**src/rtl/fifo_pkg.sv**
```systemverilog
// Shared definitions for the byte/word FIFO family (packing and splitting variants).
package fifo_pkg;

  localparam int unsigned BYTE_W        = 8;
  localparam int unsigned WORD_W        = 16;
  localparam int unsigned DEPTH_DEFAULT = 4;

  // Which byte of the word at the read pointer is presented next.
  typedef enum logic {
    HALF_FIRST  = 1'b0,
    HALF_SECOND = 1'b1
  } half_t;

  // The high byte goes out second in LSB-first order, first in MSB-first order.
  function automatic logic [BYTE_W-1:0] pick_byte(
    input logic [WORD_W-1:0] word,
    input half_t             sel,
    input logic              lsb_first
  );
    if ((sel == HALF_SECOND) == lsb_first)
      return word[WORD_W-1 -: BYTE_W];
    else
      return word[BYTE_W-1:0];
  endfunction

endpackage

```
**src/rtl/fifo_split_mem.sv**
```systemverilog
// DEPTH x WORD_W register file: synchronous write, asynchronous read, contents not reset.
module fifo_split_mem
  import fifo_pkg::*;
#(
  parameter int unsigned DEPTH = DEPTH_DEFAULT,
  parameter int unsigned AW    = 2
) (
  input  logic              clk,
  input  logic              we,
  input  logic [AW-1:0]     waddr,
  input  logic [WORD_W-1:0] wdata,
  input  logic [AW-1:0]     raddr,
  output logic [WORD_W-1:0] rdata
);

  logic [WORD_W-1:0] mem [DEPTH];

  always_ff @(posedge clk) begin
    if (we) mem[waddr] <= wdata;
  end

  assign rdata = mem[raddr];

endmodule

```
**src/rtl/fifo_split.sv**
```systemverilog
// Word-in, byte-out FIFO: buffers 16-bit words and emits them as two bytes each.
module fifo_split
  import fifo_pkg::*;
#(
  parameter int unsigned DEPTH     = DEPTH_DEFAULT,
  parameter int unsigned LSB_FIRST = 1
) (
  input  logic        clk,
  input  logic        rstn,
  input  logic [15:0] data_in,
  input  logic        input_valid,
  output logic        input_enable,
  output logic [7:0]  data_out,
  output logic        output_valid,
  input  logic        output_enable
);

  localparam int unsigned AW = (DEPTH > 1) ? $clog2(DEPTH) : 1;
  localparam int unsigned CW = $clog2(DEPTH + 1);

  logic [AW-1:0]     wr_ptr, wr_ptr_nxt;
  logic [AW-1:0]     rd_ptr, rd_ptr_nxt;
  logic [CW-1:0]     cnt, cnt_nxt;
  half_t             half, half_nxt;
  logic              wr_fire, rd_fire, pop;
  logic [WORD_W-1:0] rd_word;

  fifo_split_mem #(
    .DEPTH (DEPTH),
    .AW    (AW)
  ) u_mem (
    .clk   (clk),
    .we    (wr_fire),
    .waddr (wr_ptr),
    .wdata (data_in),
    .raddr (rd_ptr),
    .rdata (rd_word)
  );

  // Both handshake flags come from cnt only, so a pop at full frees the slot next cycle.
  assign input_enable = (cnt < CW'(DEPTH));
  assign output_valid = (cnt != '0);
  assign data_out     = output_valid ? pick_byte(rd_word, half, LSB_FIRST != 0) : '0;

  always_comb begin
    wr_ptr_nxt = wr_ptr;
    rd_ptr_nxt = rd_ptr;
    cnt_nxt    = cnt;
    half_nxt   = half;
    wr_fire    = input_valid && input_enable;
    rd_fire    = output_valid && output_enable;
    pop        = rd_fire && (half == HALF_SECOND);

    if (wr_fire) wr_ptr_nxt = wr_ptr + AW'(1);

    if (rd_fire) begin
      if (half == HALF_FIRST) begin
        half_nxt = HALF_SECOND;
      end else begin
        half_nxt   = HALF_FIRST;
        rd_ptr_nxt = rd_ptr + AW'(1);
      end
    end

    unique case ({wr_fire, pop})
      2'b10:   cnt_nxt = cnt + CW'(1);
      2'b01:   cnt_nxt = cnt - CW'(1);
      default: cnt_nxt = cnt;
    endcase
  end

  always_ff @(posedge clk) begin
    if (!rstn) begin
      wr_ptr <= '0;
      rd_ptr <= '0;
      cnt    <= '0;
      half   <= HALF_FIRST;
    end else begin
      wr_ptr <= wr_ptr_nxt;
      rd_ptr <= rd_ptr_nxt;
      cnt    <= cnt_nxt;
      half   <= half_nxt;
    end
  end

endmodule

```
**config.mk**
```make
export PLATFORM = sky130hd
export DESIGN_NAME = fifo_split
export DESIGN_NICKNAME = d
export VERILOG_FILES = /design/src/rtl/fifo_pkg.sv /design/src/rtl/fifo_split_mem.sv /design/src/rtl/fifo_split.sv
export SDC_FILE = /design/constraint.sdc
export NUM_CORES = 1
export LEC_CHECK = 0
export CORE_MARGIN = 4
export CORE_UTILIZATION = 55
export CTS_CLUSTER_SIZE = 14
export DETAILED_ROUTE_END_ITERATION = 7
export PLACE_DENSITY = 0.78
export SYNTH_ARGS = -nofsm -noshare
export SYNTH_HDL_FRONTEND = slang
export SYNTH_HIERARCHICAL = 1
export SYNTH_SLANG_ARGS = --single-unit
export TNS_END_PERCENT = 100
```
**constraint.sdc**
```tcl
create_clock -name clk -period 5.8 [get_ports clk]
set_clock_uncertainty 0.1 [all_clocks]
set_input_delay 1.45 -clock clk [delete_from_list [all_inputs] [get_ports clk]]
set_output_delay 1.45 -clock clk [all_outputs]
set_load 0.005 [all_outputs]
```
After elaboration in Yosys (flattened, before gate mapping). Memory sizes are Yosys's and may differ from the RTL's. A register that Yosys moved wholly into a read port is not among the register bits. Index checks and enable logic that the tools add are counted. Widths: inputs -> output; s select.

Register bits: 8. Memory bits (writable): 64. Bits of input ports: 20. Word-level logic and storage cells: 26. Memories: 1.

Memory list: u_mem.mem (depth 4, bits a word 16, read ports 1, clocked after memory_dff 1, wr ports 1, line fifo_split_mem.sv:16) `logic [WORD_W-1:0] mem [DEPTH];`.

Add/subtract/negate cells: 4. $lt $le $gt $ge: 1. Equality and inequality tests: 2. Muxes and demuxes: 8. Reductions and logical operators: 6.

Operators by type and width (count): $mux 8 (2); $pmux 3 s2 (1); $add 2x1->2 const B (2); $mux 2 (2); $add 3x1->3 const B (1); $logic_and 1x1->1 (3); $lt 3x3->1 const B (1); $mux 1 (3); $reduce_bool 3->1 (1); $sub 3x1->3 const B (1); $eq 2x1->1 const B (1); $eq 2x2->1 const B (1); $reduce_and 2->1 (1); $reduce_bool 2->1 (1).

Depth between registers and ports, before layout.
Depth after elaboration: 5. Depth in mapped cells: 9. Gate-level depth less buffers: 8.

Hierarchy. The synthesis kept the hierarchy.

Modules (own cells, without submodules): fifo_split_mem (instances 1, cells an instance 88, area an instance 2377.3 µm², seq. area each 1921.8 µm²); fifo_split (instances 1, cells an instance 62, area an instance 523.0 µm², seq. area each 160.2 µm²).

Worst setup path before layout. No wires, ideal clock.

Path type: input to register. Start: input port input_valid. End: memory u_mem.mem[0][0], enable pin. Setup time: 0.413 ns. Arrival time: 2.874 ns. Path slack: 2.413 ns. Stages on the path: 3. Path buffers: 0. Path through: nand2b_1 > inv_1 > nor3b_1.

Word-level cells in the longest chain between the ends: 3.

Ends and longest elaborated chain: from (decl) (line fifo_split.sv:11) `input logic input_valid,`; $logic_and 1x1->1 (line fifo_split.sv:50) `wr_fire = input_valid && input_enable;`; named net wr_fire (line fifo_split.sv:25) `logic wr_fire, rd_fire, pop;`; $mux 1 (line fifo_split_mem.sv:19) `if (we) mem[waddr] <= wdata;`; $mux 1 (implied by the code) (line fifo_split_mem.sv:19); to (decl) (line fifo_split_mem.sv:16).

The timed path passes the listed nets, and every way through them passes these cells.

==> results by group <==
Synthesis
  – Simple-Gate Fraction of Synth Area: 5.05%
  – Syn avg cell area: 19.3 µm²
  – Mapped cell area: approximately 2900 µm²
  – Yosys cell types: 30
  – Synth Area in Compound Gates: about 1.5%
  – Adder-cell share of the synthesized area: 1.12%
  – Post-synthesis sequential area ratio: between 70% and 80%
  – Top-area cell type share of the netlist area: 66.3%
  – Ys Warns: 6
  – Largest cells by area after synthesis: edfxtp_1 (66%), mux4_2 (7.8%), dfxtp_1 (5.5%)
  – Post-synth top area cell: edfxtp_1
  – Yosys reg bits: 72
  – Combinational family with the most area after synthesis: multiplexers
  – XOR/XNOR share of the synthesized area: 1.51%
  – Cells after Synth: 150
  – Post-synthesis mux area share: 16.3%
  – Synth Net Count: 172

Global routing
  – First-pass GRT wire length: 7.36 mm
  – Tot GR Track Use: 16.3%
  – Global route overflow: 0
  – Vias in the first global route: 1458
  – Initial antenna violation count: 0
  – Pin count of the biggest net entering global routing: 20

Finish
  – Area Overhead vs Synth: 17.2%
  – Share of cells above drive strength 1: a little over an eighth
  – Ant. Diodes: 0
  – Commonest cells after routing, fill and taps aside: edfxtp_1 (64), clkdlybuf4s50_1 (29), mux4_2 (10)
  – Final Instance Area: 3400 µm²
  – Leading cell type in the layout, fill and taps excluded: edfxtp_1
  – Final net count: 208
  – Fillers: 355

Die
  – Chip height: 80.6 µm
  – I/O pins: 30
  – Initial Util: between 50% and 60%
  – Die width: 80.6 µm
  – FP Rows: 26
  – Die ar.: 6500 µm²
  – Core area: 5110 µm²

Power
  – PD cells: 313 nW/µm²
  – Static Leak: 1.09 nW
  – Highest ir drop seen on vdd: between 0.0002 and 0.0003 V
  – Tot Pwr: roughly 1.1 mW

STA
  – Slew HR: 29.9%
  – TNS Setup: 0 ns
  – Fin. Hold Viols: 0
  – Crit path time final: roughly 4.2 ns
  – # setup viols final: 0
  – Max Slew Vio Count: 0
  – Fmax: about 0.24 GHz
  – Tcrit/Tclk final: between 70% and 80%
  – Worst slew pin tran: ~1.1 ns
  – RSZ-0062 raised after global routing: no

Clocking
  – Root buffer cell: clkbuf_8
  – CTS tree: done
  – CTS H-tree depth: 3
  – Setup Fix Bufs, Post-CTS: 0
  – CTS Hold Bufs: 0
  – Post-CTS Resized: 0
  – CTS max path bufs: 2
  – Skew-Pair Late Insertion Delay: 0.33 ns
  – CTS Sinks: 72
  – Total CTS buffers: 9
  – CTS clk-pin slew, worst paths: 0.07 ns

Place
  – PortBufs: 29
  – RD Place Congestion: ~0.73
  – DP HPWL: around 3 mm
  – Post-DP Area: 3240 µm²

Detailed routing
  – Post-route ant nets: 0
  – TritonRoute pass-1 iters: 4
  – Via count: 1421
  – Detailed Route Iter0 Violations: around 110
  – Routed len/inst: 17.5 µm
  – Routed WL: about 4.6 mm
  – Drt drc: 0
  – Via density: around 5.4

Critical path
  – CP arrival: 2.66 ns
  – Crit Path Class: reg2out
  – Crit-path max FO: 19
  – CP required: 4.25 ns
  – CP endpoint kind: output port
  – CP Launch Type: register

Min path
  – Worst min-delay path class: reg2reg

Outcome
  – Status: finished clean

Run
  – Max Cap Viol: 0
==> synth_stat cells (all sizes together) <==
cell type  count
a21boi         2
and2           5
and3           1
and3b          2
buf            6
dfxtp          8
edfxtp        64
fa             1
ha             1
inv            7
mux2i          9
mux4          16
nand2          2
nand2b         2
nand3          1
nand3b         1
nor2           9
nor3           1
nor3b          1
o21ai          3
o31ai          1
or3            2
xnor2          4
xor2           1
==> per-stage QoR <==
stage	setup WS [ns]	hold WS, ns	instances	util [%]
2_1_floorplan	2.41	0.358	150	-
6_report	1.59	0.491	261	66.6
3_5_place_dp	1.88	0.482	245	63.5
4_1_cts	1.51	0.492	261	66.6
5_1_grt	1.32	0.519	261	66.6
3_3_place_gp	1.88	0.444	245	63.5
==> registers in the layout, summed over array words and instances, names as in the netlist <==
signal	cells
u_mem/mem	64
cnt	3
half	1
rd_ptr	2
wr_ptr	2
==> power by group <==
part           internal (mW)  switching, mW  leakage [nW]  total, mW
Combinational         0.0781         0.0562         0.361      0.134
Sequential             0.597         0.0207         0.653      0.618
Clock                  0.150          0.161        0.0758      0.311
Total                  0.825          0.238          1.09       1.06
==> cells by family (layout without fill, tap and decap cells) <==
logic type,count (synthesis),in the layout
adder cells (fa/ha/maj),2,2
AND/OR/NAND/NOR,27,27
multiplexers,25,25
flip-flops,72,72
AO/OA/AOI/OAI,6,6
XOR/XNOR,5,5
buffers and inverters,13,54
==> worst max-delay path: stages (launching register included) <==
cell and delay (ns):
dfxtp_1 1.02, mux4_1 0.65, mux2i_1 0.14, nor2_1 0.07
clkdlybuf4s50_1 0.45
==> metal layers <==
layer	routed length (µm)	GRT usage, %	vias up
met5	0	0	-
met4	60	6.08	0
met3	240	6.17	8
met2	2400	27.6	30
met1	1860	18.8	717
li1	-	-	666
==> cell type report <==
cell class / count / area [µm²] / area share, %
clock buffers: 11 / 131 / 3.86
flip-flops and latches: 72 / 2080 / 61.2
clock inverters: 5 / 23.8 / 0.699
multi-input cells: 65 / 743 / 21.9
inverters: 7 / 26.3 / 0.773
well taps: 70 / 87.6 / 2.58
repair buffers: 31 / 305 / 8.98
==> path summary, 6_finish.rpt <==
check / start / endpoint / slack, ns / cells past startpoint
setup / recovery: rd_ptr[0]$_SDFFE_PN0P_ / data_out[1] / 1.59 / 4
hold reg to reg: cnt[2]$_SDFFE_PN0P_ / cnt[2]$_SDFFE_PN0P_ / 0.49 / 2
hold / removal: cnt[2]$_SDFFE_PN0P_ / cnt[2]$_SDFFE_PN0P_ / 0.49 / 2
setup reg to reg: half$_SDFFE_PN0N_ / cnt[2]$_SDFFE_PN0P_ / 3.32 / 8
No activity file was read; power rests on OpenSTA's default activity.
